### config.mk
export PLATFORM = sky130hd
export DESIGN_NAME = uart_rx
export DESIGN_NICKNAME = d
export VERILOG_FILES = /design/src/rtl/uart_pkg.sv /design/src/rtl/uart_rx_fifo.sv /design/src/rtl/uart_rx.sv
export SDC_FILE = /design/constraint.sdc
export NUM_CORES = 1
export LEC_CHECK = 0
export CORE_MARGIN = 2
export CORE_UTILIZATION = 59
export CTS_CLUSTER_DIAMETER = 150
export DETAILED_ROUTE_END_ITERATION = 12
export PLACE_DENSITY_LB_ADDON = 0.3
export SYNTH_ARGS = -nofsm -noshare
export SYNTH_HDL_FRONTEND = slang
export SYNTH_SLANG_ARGS = --single-unit
### constraint.sdc
create_clock -name clk -period 3.9 [get_ports clk]
set_input_delay 0.78 -clock clk [delete_from_list [all_inputs] [get_ports clk]]
set_output_delay 0.78 -clock clk [all_outputs]
set_load 0.005 [all_outputs]
### src/rtl/uart_pkg.sv
// -----------------------------------------------------------------------------
// uart_pkg
// Shared definitions for the UART receiver:
//   - rx_state_e     : receiver FSM state encoding
//   - calc_div/half  : clocks per bit / per half bit from clock and baud rate
//   - RX_DATA_W, RX_FIFO_DEPTH : byte width and optional FIFO depth
// -----------------------------------------------------------------------------
`timescale 1ns/1ps
package uart_pkg;

    localparam int unsigned RX_DATA_W     = 8;
    localparam int unsigned RX_FIFO_DEPTH = 4;

    typedef enum logic [2:0] {
        ST_IDLE      = 3'd0,
        ST_START     = 3'd1,
        ST_DATA      = 3'd2,
        ST_STOP      = 3'd3,
        ST_WAIT_HIGH = 3'd4
    } rx_state_e;

    // Clocks per bit, truncating.
    function automatic int unsigned calc_div(input int unsigned clock_hz,
                                             input int unsigned baud);
        return clock_hz / baud;
    endfunction

    // Clocks to the middle of the start bit.
    function automatic int unsigned calc_half(input int unsigned clock_hz,
                                              input int unsigned baud);
        return calc_div(clock_hz, baud) / 2;
    endfunction

endpackage

### src/rtl/uart_rx_fifo.sv
// -----------------------------------------------------------------------------
// uart_rx_fifo
// 4-entry x 8-bit FIFO holding received bytes until the consumer takes them.
// A pop and a push in the same cycle are both honoured, even when full
// (the pop frees the slot the push uses).
// Ports:
//   clk, n_reset   : clock, asynchronous active-low reset
//   push, wr_data  : write request and byte
//   pop            : read request (ignored when empty)
//   rd_data        : head entry (0 after reset)
//   full, empty    : occupancy flags
// -----------------------------------------------------------------------------
`timescale 1ns/1ps
module uart_rx_fifo
    import uart_pkg::*;
(
    input  logic                 clk,
    input  logic                 n_reset,
    input  logic                 push,
    input  logic [RX_DATA_W-1:0] wr_data,
    input  logic                 pop,
    output logic [RX_DATA_W-1:0] rd_data,
    output logic                 full,
    output logic                 empty
);

    logic [RX_DATA_W-1:0] mem_q [RX_FIFO_DEPTH];
    logic [RX_DATA_W-1:0] mem_d [RX_FIFO_DEPTH];
    logic [1:0]           wr_ptr_q, wr_ptr_d;
    logic [1:0]           rd_ptr_q, rd_ptr_d;
    logic [2:0]           count_q, count_d;
    logic                 do_push, do_pop;

    assign empty   = (count_q == 3'd0);
    assign full    = (count_q == 3'(RX_FIFO_DEPTH));
    assign rd_data = mem_q[rd_ptr_q];
    assign do_pop  = pop & ~empty;
    assign do_push = push & (~full | do_pop);

    always_comb begin
        mem_d    = mem_q;
        wr_ptr_d = wr_ptr_q;
        rd_ptr_d = rd_ptr_q;
        count_d  = count_q;
        if (do_push) begin
            mem_d[wr_ptr_q] = wr_data;
            wr_ptr_d        = wr_ptr_q + 2'd1;
        end
        if (do_pop) begin
            rd_ptr_d = rd_ptr_q + 2'd1;
        end
        case ({do_push, do_pop})
            2'b10:   count_d = count_q + 3'd1;
            2'b01:   count_d = count_q - 3'd1;
            default: count_d = count_q;
        endcase
    end

    always_ff @(posedge clk or negedge n_reset) begin
        if (!n_reset) begin
            for (int i = 0; i < int'(RX_FIFO_DEPTH); i++) begin
                mem_q[i] <= '0;
            end
            wr_ptr_q <= 2'd0;
            rd_ptr_q <= 2'd0;
            count_q  <= 3'd0;
        end else begin
            mem_q    <= mem_d;
            wr_ptr_q <= wr_ptr_d;
            rd_ptr_q <= rd_ptr_d;
            count_q  <= count_d;
        end
    end

endmodule

### src/rtl/uart_rx.sv
// -----------------------------------------------------------------------------
// uart_rx
// 8N1 UART receiver, LSB first, idle-high line. Each bit is sampled once:
// the start bit at its middle (HALF clocks after the falling edge), the data
// and stop bits every DIV clocks after that.
//
// Handshake: rx_valid/rx_data present the oldest stored byte. A byte is
// consumed on a rising clk edge where rx_valid & rx_ready. While rx_valid=1
// and rx_ready=0 both outputs hold. rx_ready has no effect while rx_valid=0.
//
// Build option: define UART_RX_FIFO_EN to store up to 4 bytes in a FIFO;
// otherwise a single holding register is used.
//
// Ports:
//   clk, n_reset   : clock, asynchronous active-low reset
//   uart_rx_pin    : asynchronous serial input
//   rx_data        : received byte (valid while rx_valid)
//   rx_valid       : byte available
//   rx_ready       : consumer accepts byte
//   frame_error    : one-cycle pulse, stop bit sampled low
//   overrun        : one-cycle pulse, completed byte dropped (storage full)
//   dbg_state      : current FSM state (rx_state_e encoding)
// -----------------------------------------------------------------------------
`timescale 1ns/1ps
module uart_rx
    import uart_pkg::*;
#(
    parameter int unsigned UART_CLOCK_HZ = 20_000_000,
    parameter int unsigned UART_BAUD     = 115200
) (
    input  logic       clk,
    input  logic       n_reset,
    input  logic       uart_rx_pin,
    output logic [7:0] rx_data,
    output logic       rx_valid,
    input  logic       rx_ready,
    output logic       frame_error,
    output logic       overrun,
    output logic [2:0] dbg_state
);

    localparam int unsigned DIV  = calc_div(UART_CLOCK_HZ, UART_BAUD);
    localparam int unsigned HALF = calc_half(UART_CLOCK_HZ, UART_BAUD);
    localparam int unsigned CW   = $clog2(DIV) + 1;
    localparam logic [CW-1:0] DIV_M1  = CW'(DIV - 1);
    localparam logic [CW-1:0] HALF_M1 = CW'(HALF - 1);
    localparam logic [CW-1:0] CNT_ONE = CW'(1);

    rx_state_e   state_q, state_d;
    logic [CW-1:0] cnt_q, cnt_d;
    logic [2:0]  bit_cnt_q, bit_cnt_d;
    logic [7:0]  shift_q, shift_d;
    logic        sync1_q, sync1_d, sync2_q, sync2_d;
    logic        frame_error_q, frame_error_d;
    logic        overrun_q, overrun_d;
    logic        deliver;
    logic        pop;
    logic        rx_s;

    assign sync1_d     = uart_rx_pin;
    assign sync2_d     = sync1_q;
    assign rx_s        = sync2_q;
    assign dbg_state   = state_q;
    assign frame_error = frame_error_q;
    assign overrun     = overrun_q;
    assign pop         = rx_valid & rx_ready;

    // Receiver FSM; deliver is high for the single cycle of a good stop-bit sample.
    always_comb begin
        state_d       = state_q;
        cnt_d         = cnt_q;
        bit_cnt_d     = bit_cnt_q;
        shift_d       = shift_q;
        deliver       = 1'b0;
        frame_error_d = 1'b0;
        case (state_q)
            ST_IDLE: begin
                cnt_d = '0;
                if (!rx_s) begin
                    state_d   = ST_START;
                    bit_cnt_d = 3'd0;
                end
            end
            ST_START: begin
                if (cnt_q == HALF_M1) begin
                    cnt_d   = '0;
                    // A high line here was a glitch, not a start bit.
                    state_d = rx_s ? ST_IDLE : ST_DATA;
                end else begin
                    cnt_d = cnt_q + CNT_ONE;
                end
            end
            ST_DATA: begin
                if (cnt_q == DIV_M1) begin
                    cnt_d     = '0;
                    shift_d   = {rx_s, shift_q[7:1]};
                    bit_cnt_d = bit_cnt_q + 3'd1;
                    if (bit_cnt_q == 3'd7) begin
                        state_d = ST_STOP;
                    end
                end else begin
                    cnt_d = cnt_q + CNT_ONE;
                end
            end
            ST_STOP: begin
                if (cnt_q == DIV_M1) begin
                    cnt_d = '0;
                    if (rx_s) begin
                        deliver = 1'b1;
                        state_d = ST_IDLE;
                    end else begin
                        frame_error_d = 1'b1;
                        state_d       = ST_WAIT_HIGH;
                    end
                end else begin
                    cnt_d = cnt_q + CNT_ONE;
                end
            end
            ST_WAIT_HIGH: begin
                // A held-low (break) line must not look like a new start bit.
                cnt_d = '0;
                if (rx_s) begin
                    state_d = ST_IDLE;
                end
            end
            default: begin
                state_d = ST_IDLE;
                cnt_d   = '0;
            end
        endcase
    end

    always_ff @(posedge clk or negedge n_reset) begin
        if (!n_reset) begin
            state_q       <= ST_IDLE;
            cnt_q         <= '0;
            bit_cnt_q     <= 3'd0;
            shift_q       <= 8'd0;
            sync1_q       <= 1'b1;
            sync2_q       <= 1'b1;
            frame_error_q <= 1'b0;
            overrun_q     <= 1'b0;
        end else begin
            state_q       <= state_d;
            cnt_q         <= cnt_d;
            bit_cnt_q     <= bit_cnt_d;
            shift_q       <= shift_d;
            sync1_q       <= sync1_d;
            sync2_q       <= sync2_d;
            frame_error_q <= frame_error_d;
            overrun_q     <= overrun_d;
        end
    end

`ifdef UART_RX_FIFO_EN
    logic       fifo_full;
    logic       fifo_empty;
    logic       fifo_push;
    logic [7:0] fifo_rd_data;

    // A pop in the delivery cycle frees a slot, so a full FIFO still accepts.
    assign fifo_push = deliver & (~fifo_full | pop);
    assign overrun_d = deliver & fifo_full & ~pop;
    assign rx_valid  = ~fifo_empty;
    assign rx_data   = fifo_rd_data;

    uart_rx_fifo u_fifo (
        .clk     (clk),
        .n_reset (n_reset),
        .push    (fifo_push),
        .wr_data (shift_q),
        .pop     (pop),
        .rd_data (fifo_rd_data),
        .full    (fifo_full),
        .empty   (fifo_empty)
    );
`else
    logic [7:0] hold_data_q, hold_data_d;
    logic       hold_valid_q, hold_valid_d;

    assign rx_valid = hold_valid_q;
    assign rx_data  = hold_data_q;

    // Pop is applied first so a byte arriving in the pop cycle is kept.
    always_comb begin
        hold_data_d  = hold_data_q;
        hold_valid_d = hold_valid_q;
        overrun_d    = 1'b0;
        if (pop) begin
            hold_valid_d = 1'b0;
        end
        if (deliver) begin
            if (!hold_valid_q || pop) begin
                hold_data_d  = shift_q;
                hold_valid_d = 1'b1;
            end else begin
                overrun_d = 1'b1;
            end
        end
    end

    always_ff @(posedge clk or negedge n_reset) begin
        if (!n_reset) begin
            hold_data_q  <= 8'd0;
            hold_valid_q <= 1'b0;
        end else begin
            hold_data_q  <= hold_data_d;
            hold_valid_q <= hold_valid_d;
        end
    end
`endif

endmodule
==> results.ini, run 1 <==
[clocking]
cts_tree=done
cts.path.max_buffers=2
numCtsBuffers=5
cts.sinks=36
clk_pin_slew_ns=0.11
clockRootBuffer=clkbuf_4
cts-htree-levels=2
cts_resized=0
clock_latency_ns=0.34
cts_hold_buf=0
post_cts_buffers=0

[detailed_routing]
totalWireLength_um=2740
drt_pass1_iterations=4
remaining_drc_errors=0
viasPerCell=5.60
detail_route.iter0.violations=33
wl_per_cell_um=14.6
antenna_left=0
vias=1053

[die]
die_area_mm2=0.00318
die_w_um=56.4
fp.coreArea_mm2=0.00269
io_pins=18
rows=19
die_h_um=56.4
initial_utilization=0.603

[timing]
setup_viol=0
min_period_over_period=0.583
relSlewSlack=0.628
fin_ws_ns=1.63
setup-tns-final_ns=0
finalHoldViolations=0
tightest_slew_ns=0.557
min_period_ns=2.27
fin_skew_ns=0.0193
rsz0062_at_grt=false
slew_violations=0
max_freq_mhz=440
hold_slack_ns=0.361

[synthesis]
syn_area_mm2=0.00162
synth_top_family_by_area=simple AND/OR/NAND/NOR gates
synth.mux.area_fraction=0.136
synth_edf_count=0
syn_inst=135
synth-seq-cells=36
ys_seq_area_frac=0.558
synth_compound_area_frac=0.0247
yosysWarnings=0
syn-num-nets=144
synth_top_flop_cell=dfrtp_1
ys_types=30
yosys.area_share.xor_xnor=0.0378
synthSimpleGateAreaFrac=0.176
synth-async-reset-ratio=1.00
synthAdderAreaFrac=0.0386
avgSynthCellArea_um2=12.0

[status]
outcome=finished, final reports clean

[worst_hold_path]
min_path_type=register to register
hp-start=sync1_q$_DFF_PN1_

[setup_path]
reg2reg_from=cnt_q[0]$_DFF_PN0_
path_class=register to primary output
critical_path.top_delay_family=flip-flops
cp_cell_sequence=clkdlybuf4s50_1
startpoint=dbg_state[0]$_DFFE_PN0P_
cp-end-kind=primary output
cp.required_ns=3.12
worstPathBufferInverterCount=1
worstSetupStartpointType=register
arrival_ns=1.49
slowest_stage=dfrtp_1
slowest_delay_ns=0.58
cp_max_fo=10

[finish]
finalInstanceArea_mm2=0.00187
finalNetCount=165
stdcell_count=188
syn2layout_area_growth_pct=15.7
drive_gt1_frac=0.178
n_antenna_cell=0

[pwr]
p_per_area_mw_per_mm2=318
ir_drop_v=0.000302
leakage_nw=0.870

[placed_design]
pre_cts_ws_ns=1.43
portBuffers=17
placed_area_mm2=0.00181
globalplace.congestion=0.816
dp.final_hpwl_um=1890
place_inst=180

[global_routing]
grt_max_degree=37
antenna_found_initial=0
grt_pass1_wl_um=4910
gr-total-overflow=0
grt_pass1_vias=1037
track_usage=0.203

[run]
maxCapViolCount=0

-- routing by layer --
layer	wire [um]	GRT usage	vias up
met2	1290	0.296	22
met1	1270	0.285	510
met5	0	0	-
met4	57	0.0714	0
met3	119	0.0714	8
li1	-	-	513
-- flip-flops by register name, indices dropped and copies added (netlist names) --
name / count
bit_cnt_q: 3
rx_data: 8
dbg_state: 3
overrun: 1
rx_s: 1
sync1_q: 1
frame_error: 1
shift_q: 8
rx_valid: 1
cnt_q: 9
-- cell type report --
type | instances | area [um^2]
sequential | 36 | 903
fill | 207 | 812
multi-input combinational | 89 | 669
timing repair buffer | 18 | 178
clock buffer | 7 | 55.1
tap | 31 | 38.8
inverter | 6 | 22.5
clock inverter | 1 | 7.51
-- through the flow --
stage                     utilization  power, mW
after CTS                       0.698      0.602
final                           0.698      0.595
after global routing            0.698      0.622
after floorplan                     -      0.384
after global placement          0.674      0.395
after detailed placement        0.674      0.395
-- path summary, 6_finish.rpt --
path | to | slack [ns] | depth (start not counted)
worst max register to register | rx_data[3]$_DFFE_PN0P_ | 1.71 | 6
worst max-delay path | dbg_state[0] | 1.63 | 1
min in group asynchronous | dbg_state[0]$_DFFE_PN0P_ | 0.84 | 2
max in group asynchronous | rx_s$_DFF_PN1_ | 2.70 | 2
worst min-delay path | rx_s$_DFF_PN1_ | 0.36 | 0
worst min register to register | rx_s$_DFF_PN1_ | 0.36 | 0
-- cell families (layout without fill, tap and decap cells) --
kind of cell    count (synthesis)  count (layout)
simple gates                   52              52
xor+xnor                        7               7
buf+inv                        10              32
flops                          36              36
fa+ha+maj                       5               5
mux                            20              20
compound gates                  5               5
-- cells in the mapped netlist (2+ instances only) --
| cell type | instances | share of area |
|---|---|---|
| and3_1 | 2 | 0.0077 |
| buf_2 | 2 | 0.0062 |
| dfrtp_1 | 34 | 0.53 |
| dfstp_2 | 2 | 0.032 |
| ha_1 | 5 | 0.039 |
| inv_1 | 6 | 0.014 |
| mux2_2 | 16 | 0.11 |
| mux2i_1 | 4 | 0.025 |
| nand2_1 | 8 | 0.019 |
| nand2b_1 | 4 | 0.015 |
| nand3_1 | 7 | 0.022 |
| nand4_1 | 4 | 0.015 |
| nand4b_1 | 2 | 0.011 |
| nor2_1 | 17 | 0.039 |
| nor4_1 | 2 | 0.0077 |
| xnor2_1 | 4 | 0.022 |
| xor2_1 | 3 | 0.016 |
-- where the power goes --
group	switching [mW]	internal, mW	total (mW)
Combinational	0.00750	0.00363	0.0111
Clock	0.120	0.0883	0.208
Sequential	0.00128	0.375	0.376
Total	0.128	0.467	0.595
-- placed cells by master, fill, tap and decap left out, types with 2 or more instances in the layout --
| cell type | Yosys | routed |
|---|---|---|
| mux2_2 | 16 | 16 |
| clkdlybuf4s50_1 | 0 | 17 |
| xor2_1 | 3 | 3 |
| xnor2_1 | 4 | 4 |
| nand3_1 | 7 | 7 |
| nand2b_1 | 4 | 4 |
| mux2i_1 | 4 | 4 |
| and3_1 | 2 | 2 |
| dfrtp_1 | 34 | 34 |
| inv_1 | 6 | 6 |
| nand4_1 | 4 | 4 |
| nor4_1 | 2 | 2 |
| nand4b_1 | 2 | 2 |
| nand2_1 | 8 | 8 |
| ha_1 | 5 | 5 |
| nor2_1 | 17 | 17 |
| dfstp_2 | 2 | 2 |
| clkbuf_4 | 0 | 5 |
(Power assumes the default switching activity.)
==> run 2, diff against run 1 <==
--- a/config.mk
+++ b/config.mk
@@ -6,7 +6,7 @@
 export NUM_CORES = 1
 export LEC_CHECK = 0
 export CORE_MARGIN = 2
-export CORE_UTILIZATION = 59
+export CORE_UTILIZATION = 55
 export CTS_CLUSTER_DIAMETER = 150
 export DETAILED_ROUTE_END_ITERATION = 12
 export PLACE_DENSITY_LB_ADDON = 0.3
==> constraint.sdc (replaced) <==
create_clock -name clk -period 2.3 [get_ports clk]
set_input_delay 0.46 -clock clk [delete_from_list [all_inputs] [get_ports clk]]
set_output_delay 0.46 -clock clk [all_outputs]
set_load 0.005 [all_outputs]
==> run 2 against run 1 <==
Via count is 0.76% higher. Cell area is 0.80% higher. Largest cell class unchanged. Sequential power is 70% higher. Flip-flop and latch count stayed put. Critical path depth stayed put. Critical endpoint unchanged.
==> results.ini, run 2 (synthesized netlist as in run 1, its figures left out) <==
[setup_path]
reg2reg_setup_slack_ns=0.39  ; was 1.71 ns
worstPathBufferInverterCount=1  ; unchanged
arrival_ns=1.47  ; was 1.49 ns
cp-end-kind=primary output  ; unchanged
cp.required_ns=1.84  ; was 3.12 ns
cp_cell_sequence=clkdlybuf4s50_1  ; unchanged
worstReg2RegEnd=rx_data[0]$_DFFE_PN0P_  ; was rx_data[3]$_DFFE_PN0P_
path_class=register to primary output  ; unchanged
worstSetupStartpointType=register  ; unchanged
critical_path.top_delay_family=flip-flops  ; unchanged
ff2ff_path_depth=6  ; unchanged
slowest_stage=dfrtp_1  ; unchanged
cp_max_fo=10  ; unchanged
reg2reg_from=cnt_q[0]$_DFF_PN0_  ; unchanged
slowest_delay_ns=0.57  ; was 0.58 ns

[status]
outcome=finished, final reports clean  ; unchanged

[clocking]
cts.sinks=36  ; unchanged
clk_pin_slew_ns=0.10  ; was 0.11 ns
numCtsBuffers=5  ; unchanged
cts_hold_buf=0  ; unchanged
cts_tree=done  ; unchanged
clock_latency_ns=0.33  ; was 0.34 ns
cts.path.max_buffers=2  ; unchanged
clockRootBuffer=clkbuf_4  ; unchanged
cts-htree-levels=2  ; unchanged
cts_resized=0  ; unchanged
post_cts_buffers=0  ; unchanged

[pwr]
leakage_nw=0.881  ; was 0.870 nW
p_per_area_mw_per_mm2=530  ; was 318 mW/mm^2
ir_drop_v=0.000454  ; was 0.000302 V

[global_routing]
grt_pass1_wl_um=4660  ; was 4910 um
grt_pass1_vias=1084  ; was 1037
track_usage=0.183  ; was 0.203
grt_max_degree=37  ; unchanged
antenna_found_initial=0  ; unchanged
gr-total-overflow=0  ; unchanged

[timing]
slew_violations=0  ; unchanged
setup-tns-final_ns=0  ; unchanged
relSlewSlack=0.634  ; was 0.628
rsz0062_at_grt=false  ; unchanged
tightest_slew_ns=0.548  ; was 0.557 ns
max_freq_mhz=518
finalHoldViolations=0  ; unchanged
min_period_over_period=0.840
min_period_ns=1.93
setup_viol=0  ; unchanged
fin_skew_ns=0.0100  ; was 0.0193 ns

[worst_hold_path]
worstHoldEndpoint=rx_s$_DFF_PN1_  ; unchanged
min_path_type=register to register  ; unchanged
hp-start=sync1_q$_DFF_PN1_  ; unchanged
whs_path_depth=0  ; unchanged

[die]
die_w_um=58.3  ; was 56.4 um
io_pins=18  ; unchanged
rows=19  ; unchanged
die_area_mm2=0.00340  ; was 0.00318 mm^2
die_h_um=58.3  ; was 56.4 um
fp.coreArea_mm2=0.00278  ; was 0.00269 mm^2
initial_utilization=0.583  ; was 0.603

[placed_design]
portBuffers=17  ; unchanged
placed_area_mm2=0.00183  ; was 0.00181 mm^2
dp.final_hpwl_um=1910  ; was 1890 um
globalplace.congestion=0.789  ; was 0.816

[detailed_routing]
viasPerCell=5.58  ; was 5.60
remaining_drc_errors=0  ; unchanged
drt_pass1_iterations=4  ; unchanged
totalWireLength_um=2650  ; was 2740 um
vias=1061  ; was 1053
detail_route.iter0.violations=23  ; was 33
wl_per_cell_um=14.0  ; was 14.6 um
antenna_left=0  ; unchanged

[finish]
largest_reg_flops=9  ; unchanged
syn2layout_area_growth_pct=16.6  ; was 15.7%
finalInstanceArea_mm2=0.00189  ; was 0.00187 mm^2
n_antenna_cell=0  ; unchanged
final_cell_mix=dfrtp_1 (34), nor2_1 (17), clkdlybuf4s50_1 (17)  ; unchanged
final_common_cell=dfrtp_1  ; unchanged
finalNetCount=167  ; was 165
drive_gt1_frac=0.189  ; was 0.178
regMostFlops=cnt_q  ; unchanged

[run]
maxCapViolCount=0  ; unchanged

run 2: changes by cell type in the layout (fill, tap and decap cells not counted), sizes merged:
cell  delta
buf      +2
run 2: report_power, final:
group	total [mW]	internal (mW)	switching, mW
registers	0.638	0.636	0.00217
logic	0.0183	0.00614	0.0121
clock network	0.346	0.150	0.196
run 2: layout make-up:
class,count,area (um^2)
inverter,6,22.5
sequential,36,903
clock inverter,1,7.51
clock buffer,7,55.1
timing repair buffer,20,193
multi-input combinational,89,669
fill,213,892
tap,31,38.8
run 2: worst max-delay path by stage:
stage	startpoint	end	cells past startpoint
2_1_floorplan	cnt_q[0]$_DFF_PN0_	rx_data[0]$_DFFE_PN0P_	7
3_5_place_dp	rx_ready	rx_data[7]$_DFFE_PN0P_	5
4_1_cts	dbg_state[0]$_DFFE_PN0P_	dbg_state[0]	1
5_1_grt	cnt_q[0]$_DFF_PN0_	rx_data[1]$_DFFE_PN0P_	6
6_report	dbg_state[0]$_DFFE_PN0P_	dbg_state[0]	1
3_3_place_gp	rx_ready	rx_data[3]$_DFFE_PN0P_	5
run 2: stage by stage:
step           power (mW)  setup slack, ns  hold WS, ns   util  std cells
2_1_floorplan       0.651            0.482        0.164      -        135
3_3_place_gp        0.669            0.228        0.347  0.657        182
3_5_place_dp        0.670            0.184        0.349  0.657        182
4_1_cts              1.01            0.360        0.363  0.679        190
5_1_grt              1.05            0.238        0.366  0.679        190
6_report             1.00            0.368        0.364  0.679        190
run 2: per-layer routing:
metal / track usage / wire length, um / vias to the layer above
met5: 0 / 0 / -
met4: 0.0797 / 49 / 0
met3: 0.0469 / 98 / 7
met2: 0.300 / 1290 / 26
met1: 0.229 / 1210 / 519
li1: - / - / 509
